## src/rtl/cordic_pkg.sv

```systemverilog
// Shared types and constants for the CORDIC rotator back end.
// Q2.30 data path, gain constant and the per-sample tag carried beside the pipeline.
package cordic_pkg;

  localparam int DATA_W = 32;
  localparam int FRAC_W = 30;
  localparam int STAGES_DEFAULT = 16;
  localparam logic [DATA_W-1:0] K_GAIN_DEFAULT = 32'h26DD3B6A;

  typedef struct packed {
    logic valid;
    logic neg;
  } tag_t;

  typedef struct packed {
    logic [DATA_W-1:0] x;
    logic [DATA_W-1:0] y;
    logic [DATA_W-1:0] z;
  } result_t;

  // Signed Q2.30 multiply, floor-truncated back to Q2.30; |k| < 1 so it cannot overflow.
  function automatic logic [DATA_W-1:0] gain_mul(input logic [DATA_W-1:0] v,
                                                 input logic [DATA_W-1:0] k);
    logic signed [2*DATA_W-1:0] a;
    logic signed [2*DATA_W-1:0] b;
    logic signed [2*DATA_W-1:0] p;
    a = {{DATA_W{v[DATA_W-1]}}, v};
    b = {{DATA_W{k[DATA_W-1]}}, k};
    p = a * b;
    return p[FRAC_W +: DATA_W];
  endfunction

endpackage

```

## src/rtl/cordic_result_fifo.sv

```systemverilog
// Show-ahead synchronous FIFO; a push into a full FIFO with no pop is dropped and sets a sticky flag.
// Zero-latency head; when empty the data output keeps showing the last entry popped.
module cordic_result_fifo #(
  parameter int WIDTH = 96,
  parameter int DEPTH = 4
) (
  input  logic             clk,
  input  logic             rst,
  input  logic             push,
  input  logic [WIDTH-1:0] push_data,
  output logic             valid,
  input  logic             ready,
  output logic [WIDTH-1:0] head,
  output logic             overflow
);

  localparam int AW = $clog2(DEPTH);

  logic [WIDTH-1:0] mem [DEPTH];
  logic [AW-1:0]    rd_ptr;
  logic [AW-1:0]    wr_ptr;
  logic [AW:0]      count;
  logic             full;
  logic             pop;
  logic             wr_ok;

  assign full  = (count == (AW+1)'(DEPTH));
  assign valid = (count != '0);
  assign pop   = valid && ready;
  assign wr_ok = push && (!full || pop);

  // While empty, the slot behind rd_ptr still holds the most recently popped entry.
  assign head = valid ? mem[rd_ptr] : mem[rd_ptr - AW'(1)];

  always_ff @(posedge clk) begin
    if (rst) begin
      rd_ptr   <= '0;
      wr_ptr   <= '0;
      count    <= '0;
      overflow <= 1'b0;
      for (int i = 0; i < DEPTH; i++) mem[i] <= '0;
    end else begin
      if (wr_ok) begin
        mem[wr_ptr] <= push_data;
        wr_ptr      <= wr_ptr + AW'(1);
      end
      if (pop) rd_ptr <= rd_ptr + AW'(1);
      count <= count + (AW+1)'(wr_ok) - (AW+1)'(pop);
      if (push && !wr_ok) overflow <= 1'b1;
    end
  end

endmodule

```

## src/rtl/cordic_output_stage.sv

```systemverilog
// CORDIC back end: tag alignment, gain compensation, half-plane negate, output FIFO.
// Result visible STAGES+3 cycles after in_valid; the pipeline never stalls, a full FIFO drops and flags overflow.
module cordic_output_stage
  import cordic_pkg::*;
#(
  parameter int                STAGES     = STAGES_DEFAULT,
  parameter int                FIFO_DEPTH = 4,
  parameter logic [DATA_W-1:0] K_GAIN     = K_GAIN_DEFAULT
) (
  input  logic              clk,
  input  logic              rst,
  input  logic              in_valid,
  input  logic              in_neg,
  input  logic [DATA_W-1:0] x_in,
  input  logic [DATA_W-1:0] y_in,
  input  logic [DATA_W-1:0] z_in,
  output logic              out_valid,
  input  logic              out_ready,
  output logic [DATA_W-1:0] x_out,
  output logic [DATA_W-1:0] y_out,
  output logic [DATA_W-1:0] z_out,
  output logic              overflow
);

  tag_t    tag_pipe [STAGES];
  tag_t    tag_al;
  tag_t    p1_tag;
  result_t p1_res;
  logic    p2_valid;
  result_t p2_res;
  result_t head;

  always_ff @(posedge clk) begin
    if (rst) begin
      for (int i = 0; i < STAGES; i++) tag_pipe[i] <= '0;
    end else begin
      tag_pipe[0] <= '{valid: in_valid, neg: in_neg};
      for (int i = 1; i < STAGES; i++) tag_pipe[i] <= tag_pipe[i-1];
    end
  end

  assign tag_al = tag_pipe[STAGES-1];

  always_ff @(posedge clk) begin
    if (rst) begin
      p1_tag <= '0;
      p1_res <= '0;
    end else begin
      p1_tag <= tag_al;
      if (tag_al.valid) begin
        p1_res.x <= gain_mul(x_in, K_GAIN);
        p1_res.y <= gain_mul(y_in, K_GAIN);
        p1_res.z <= z_in;
      end
    end
  end

  always_ff @(posedge clk) begin
    if (rst) begin
      p2_valid <= 1'b0;
      p2_res   <= '0;
    end else begin
      p2_valid <= p1_tag.valid;
      if (p1_tag.valid) begin
        p2_res.x <= p1_tag.neg ? -p1_res.x : p1_res.x;
        p2_res.y <= p1_tag.neg ? -p1_res.y : p1_res.y;
        p2_res.z <= p1_res.z;
      end
    end
  end

  cordic_result_fifo #(
    .WIDTH ($bits(result_t)),
    .DEPTH (FIFO_DEPTH)
  ) u_fifo (
    .clk       (clk),
    .rst       (rst),
    .push      (p2_valid),
    .push_data (p2_res),
    .valid     (out_valid),
    .ready     (out_ready),
    .head      (head),
    .overflow  (overflow)
  );

  assign x_out = head.x;
  assign y_out = head.y;
  assign z_out = head.z;

endmodule
```

## config.mk

```make
export PLATFORM = sky130hd
export DESIGN_NAME = cordic_output_stage
export DESIGN_NICKNAME = d
export VERILOG_FILES = /design/src/rtl/cordic_pkg.sv /design/src/rtl/cordic_result_fifo.sv /design/src/rtl/cordic_output_stage.sv
export SDC_FILE = /design/constraint.sdc
export NUM_CORES = 2
export LEC_CHECK = 0
export BUFFER_PORTS_ARGS = -buffer_cell sky130_fd_sc_hd__buf_2
export CORE_MARGIN = 2
export CORE_UTILIZATION = 60
export CTS_BUF_LIST = sky130_fd_sc_hd__clkbuf_2 sky130_fd_sc_hd__clkbuf_4 sky130_fd_sc_hd__clkbuf_8
export DETAILED_ROUTE_END_ITERATION = 16
export GPL_TIMING_DRIVEN = 0
export PLACE_DENSITY = 0.86
export SETUP_SLACK_MARGIN = 0.05
export SYNTH_ARGS = -nofsm -noshare
export SYNTH_HDL_FRONTEND = slang
export SYNTH_HIERARCHICAL = 1
export SYNTH_SLANG_ARGS = --single-unit
```

## constraint.sdc

```tcl
create_clock -name clk -period 21.2 [get_ports clk]
set_input_delay 1.06 -clock clk [delete_from_list [all_inputs] [get_ports clk]]
set_output_delay 1.06 -clock clk [all_outputs]
set_load 0.01 [all_outputs]
```

# [Yosys cells after proc, flatten, opt, wreduce, memory -nomap -nowiden]
# Memory sizes are Yosys's and may differ from the RTL's. A register that Yosys moved wholly into a read port is not among the register bits.
# Index checks and enable logic that the tools add are counted.
[totals] memories=2 output_inout_bits=98 word_cells=79 ram_bits=416 regBits=203
[mem_list] name="u_fifo.mem" depth=4 word_bits=96 read_ports=2 rd_ports_with_merged_regs=1 write_ports=4 line_no="cordic_result_fifo.sv:19" rtl="logic [WIDTH-1:0] mem [DEPTH];"
[mem_list] name="tag_pipe" depth=16 word_bits=2 read_ports=16 rd_ports_with_merged_regs=0 write_ports=16 line_no="cordic_output_stage.sv:25" rtl="tag_t tag_pipe [STAGES];"
[op_classes] eq_ne=1 n_reduce_logical=8 n_addsub=7 mux=30 mul=2 bitwise_logic=16
[ops] operator="two-way mux 96 bit" count=2
[ops] operator="multiplier 32 x 30 -> 61 bit, second input constant" count=2
[ops] operator="OR reduction 96 bit" count=1
[ops] operator="two-way mux 32 bit" count=2
[ops] operator="negator 32 bit" count=2
[ops] operator="two-way mux 2 bit" count=19
[ops] operator="bitwise OR 1 bit" count=16
[ops] operator="two-way mux 1 bit" count=7
[ops] operator="adder 2 x 1 -> 2 bit, second input constant" count=2
[ops] operator="adder 3 x 1 -> 3 bit" count=1
[ops] operator="== test 3 bit, second input constant" count=1
[ops] operator="logical AND 1 bit" count=3
[ops] operator="nonzero test 3 bit" count=1
[ops] operator="subtractor 3 x 1 -> 3 bit" count=1
[ops] operator="logical NOT 1 bit" count=2
[ops] operator="subtractor 2 x 1 -> 2 bit, second input constant" count=1
[ops] operator="logical OR 1 bit" count=1

# [Longest topological paths before layout]
[logic_depth] depth_word=9 ltp_mapped=28 mapped_depth_nobuf=27

# [Hierarchy]
# Netlist, hierarchy kept.
[modules_own_cells] module="cordic_output_stage" instances=1 area_each_um2=46641.0 cells_per_inst=4901
[modules_own_cells] module="cordic_result_fifo" instances=1 area_each_um2=20413.3 cells_per_inst=1409

# [Least setup slack after synthesis]
# No wires, ideal clock.
[synth_timing] kind="in2reg" from="in x_in[10]" to="reg p1_res[80] in the netlist's numbering" n_path_buf=1 setup_slack_ns=13.578 path_stages=27 setup_time_ns=0.106 arrival_time_ns=7.516 path_cell_list="ha_1 clkbuf_1 xnor2_1 inv_1 ha_1 a21oi_1 inv_1 ha_1 inv_1 fa_1 inv_1 fa_1 inv_1 fa_1 inv_1 fa_1 fa_1 ha_1 and4_1 nor4b_1 o2111ai_1 a21oi_1 o31ai_1 a2111oi_0 nor2_1 or4b_1 o311ai_0"
[synth_via] elab_chain_cells=1
[synth_rtl] item="from (decl)" line_no="cordic_output_stage.sv:14" rtl="input logic [DATA_W-1:0] x_in,"
[synth_rtl] item="multiplier 32 x 30 -> 61 bit" line_no="cordic_pkg.sv:29" rtl="p = a * b;"
[synth_rtl] item="to (decl)" line_no="cordic_output_stage.sv:28" rtl="result_t p1_res;"
# Every way passes these cells.
# A chain may end at the register's enable or synchronous reset.

# [Final worst setup path]
[layout_timing] from="in x_in[14]" to="reg p1_res[80] in the netlist's numbering"
# The elaborated chain is that of the path after synthesis.

==> flow_metrics.tcl <==
set metrics [dict create \
    port_buffers 198 \
    cp_max_fo 8 \
    clock-root-buffer "clkbuf_8" \
    viasPerCell 5.85 \
    core_um2 111000 \
    ff2ff_path_depth 5 \
    overflow 0 \
    hold_start "tag_pipe[0][3]$_SDFF_PP0_" \
    dieArea_um2 114000 \
    synth_warnings 6 \
    num_rows 122 \
    stdcell_count 8185 \
    clk_pin_slew_ns 0.06 \
    firstDrtPassIters 6 \
    start_kind "input pin" \
    post_cts_buffers 0 \
    tightest_slew_ns 1.05 \
    nets 8294 \
    hold_depth 1 \
    status "complete, no violations" \
    cts_tree "done" \
    synthFlopType "edfxtp_1" \
    syn_nets 7987 \
    start_util 0.605 \
    die_x_um 338 \
    end_kind "flip-flop" \
    slew_viol_final 0 \
    ant_nets 0 \
    min_to "tag_pipe[0][5]$_SDFF_PP0_" \
    fp.dieH_um 338 \
    syn_area_um2 67100 \
    cp_data_required_time_ns 21.79 \
    hp-class "flip-flop to flip-flop" \
    r2r-start "p2_valid$_SDFF_PP0_" \
    r2r-end "u_fifo/mem[0][28]$_SDFFCE_PN0P_" \
    areaGrowthSynthToFinish_pct 7.87 \
    fmax_mhz 114 \
    final.setup.tns_ns 0 \
    final.min_clock_period_ns 8.75 \
    antenna_found_initial 4 \
    hold_buffers 0 \
    post-synth-top-area-fraction 0.251 \
    ys_top_cells_by_area "fa_1 25%, edfxtp_1 17%, ha_1 14%" \
    grt_usage 0.329 \
    clock-sinks 621 \
    finClkSkew_ns 0.0375 \
    gp_congestion 1.01 \
    rsz0062_at_grt "no" \
    grt_max_degree 52 \
    crit_type "input pin to flip-flop" \
    synth_area_leader_cell "fa_1" \
    seq_area_frac_synth 0.243 \
    setup_violations 0 \
    synth-seq-cells 621 \
    cts_buffer_depth 3 \
    detail_route.iter0.violations 4587 \
    placed_cells 8008 \
    finalHoldViolCount 0 \
    fin_util 0.653 \
    grt_pass1_wl_mm 289 \
    wl_per_cell_um 22.9 \
    async_reset_ff_frac 0 \
    most-common-layout-cells "1313 x inv_1, 840 x fa_1, 736 x ha_1, 427 x nand2_1, 384 x edfxtp_1" \
    grt_pass1_vias 50600 \
    route.detailed.drc 0 \
    routed_wirelength_mm 187 \
    ys_types 76 \
    ctsResizeCount 0 \
    syn_avg_cell_area_um2 10.6 \
    drive_gt1_frac 0.0986 \
    critical_path_arrival_ns 9.34 \
    synth_cells 6310 \
    num_vias 47900 \
    layout_commonest_cell "inv_1" \
    h-tree-depth 3 \
    timing.final.crit_share 0.413 \
    r2r_slack_ns 17.99 \
    io_pins 199 \
    hpwl_mm 152 \
    cts_buffers 95 \
    slew_headroom 0.301 \
    cap_violations 0 \
    clk_latency_ns 0.72 \
    synth_edf_count 384 \
    whs_ns 0.427 \
]
==> worst max path at each step <==
| stage | from | endpoint | slack (ns) | depth (start not counted) |
|---|---|---|---|---|
| 4_1_cts | x_in[15] | p1_res[80]$_SDFFE_PP0P_ | 12.73 | 27 |
| 3_5_place_dp | x_in[15] | p1_res[80]$_SDFFE_PP0P_ | 12.05 | 27 |
| 6_report | x_in[14] | p1_res[80]$_SDFFE_PP0P_ | 12.45 | 27 |
| 5_1_grt | x_in[11] | p1_res[80]$_SDFFE_PP0P_ | 12.12 | 28 |
| 3_3_place_gp | out_ready | u_fifo/mem[1][71]$_SDFFCE_PN0P_ | 11.36 | 4 |
| 2_1_floorplan | x_in[10] | p1_res[80]$_SDFFE_PP0P_ | 13.58 | 27 |
==> routing by layer <==
| metal | routed length [um] | track usage |
|---|---|---|
| met1 | 72200 | 0.430 |
| met3 | 17400 | 0.0623 |
| met2 | 89200 | 0.543 |
| met5 | 33 | 0 |
| met4 | 8500 | 0.132 |
==> synth_stat cells (10+ instances only) <==
cell         n
nand3_1     29
and2_1     368
nand2_1    427
inv_1     1313
o21ai_0    129
edfxtp_1   384
buf_1       19
a31oi_1     13
dfxtp_1    237
nand2b_1    13
mux2i_1    107
mux4_2     192
a21oi_1    199
nor3_1      27
nor2b_1     59
buf_2       23
o31ai_1     22
nand4_1     56
o211ai_1    17
clkbuf_1   180
xor2_1     202
or3_1       18
a22oi_1     14
o21bai_1    30
and2_4      25
a21o_1      81
xnor2_1     96
ha_1       736
o21a_1      11
or2_2       10
a211oi_1    55
nor2_1     236
fa_1       840
o41ai_1     11
==> kinds of logic after synthesis <==
family                   count (synthesis)  synth area share
buffers and inverters                 1545            0.0875
adder cells (fa/ha/maj)               1576             0.388
AO/OA/AOI/OAI                          644            0.0611
AND/OR/NAND/NOR                       1327             0.101
XOR/XNOR                               298            0.0389
multiplexers                           299            0.0805
flip-flops                             621             0.243
==> layout make-up <==
class	instances	area, um2
multi-input cells	4144	45000
well taps	1488	1860
fillers	8311	38500
repair buffers	210	1280
flip-flops and latches	621	16300
clock inverters	29	297
clock buffers	146	1790
inverters	1318	4950
diodes	2	5.00
plain buffers	227	918
==> per-stage QoR <==
step           area, um2  setup slack [ns]
2_1_floorplan      67100             13.58
3_3_place_gp       69900             11.36
3_5_place_dp       70200             12.05
4_1_cts            72300             12.73
5_1_grt            72300             12.12
6_report           72300             12.45
==> worst max-delay path, stage by stage <==
cell,delay [ns]
buf_2,0.20
ha_1,0.35
clkbuf_1,0.30
xor2_1,0.23
ha_1,0.25
a21oi_1,0.34
inv_1,0.09
ha_1,0.29
inv_1,0.05
fa_1,0.52
inv_1,0.07
fa_1,0.52
fa_1,0.53
fa_1,0.57
inv_1,0.08
fa_1,0.57
inv_1,0.06
ha_1,0.34
nand4_1,0.21
nor4b_1,0.58
o2111ai_1,0.31
a21oi_1,0.29
o31ai_1,0.19
a2111oi_0,0.62
nor2_1,0.11
or4b_1,0.48
o311ai_0,0.11
==> sequential cells by signal (all words and copies together), names as in the netlist, named ones only <==
signal	flops
u_fifo/mem	384
p1_res	96
p2_res	96
tag_pipe	32
u_fifo/count	3
p1_tag	2
u_fifo/rd_ptr	2
u_fifo/wr_ptr	2
p2_valid	1
u_fifo/overflow	1
Power is not shown: default switching activity piles up to over one toggle a cycle in this logic, so the estimate is an artifact.
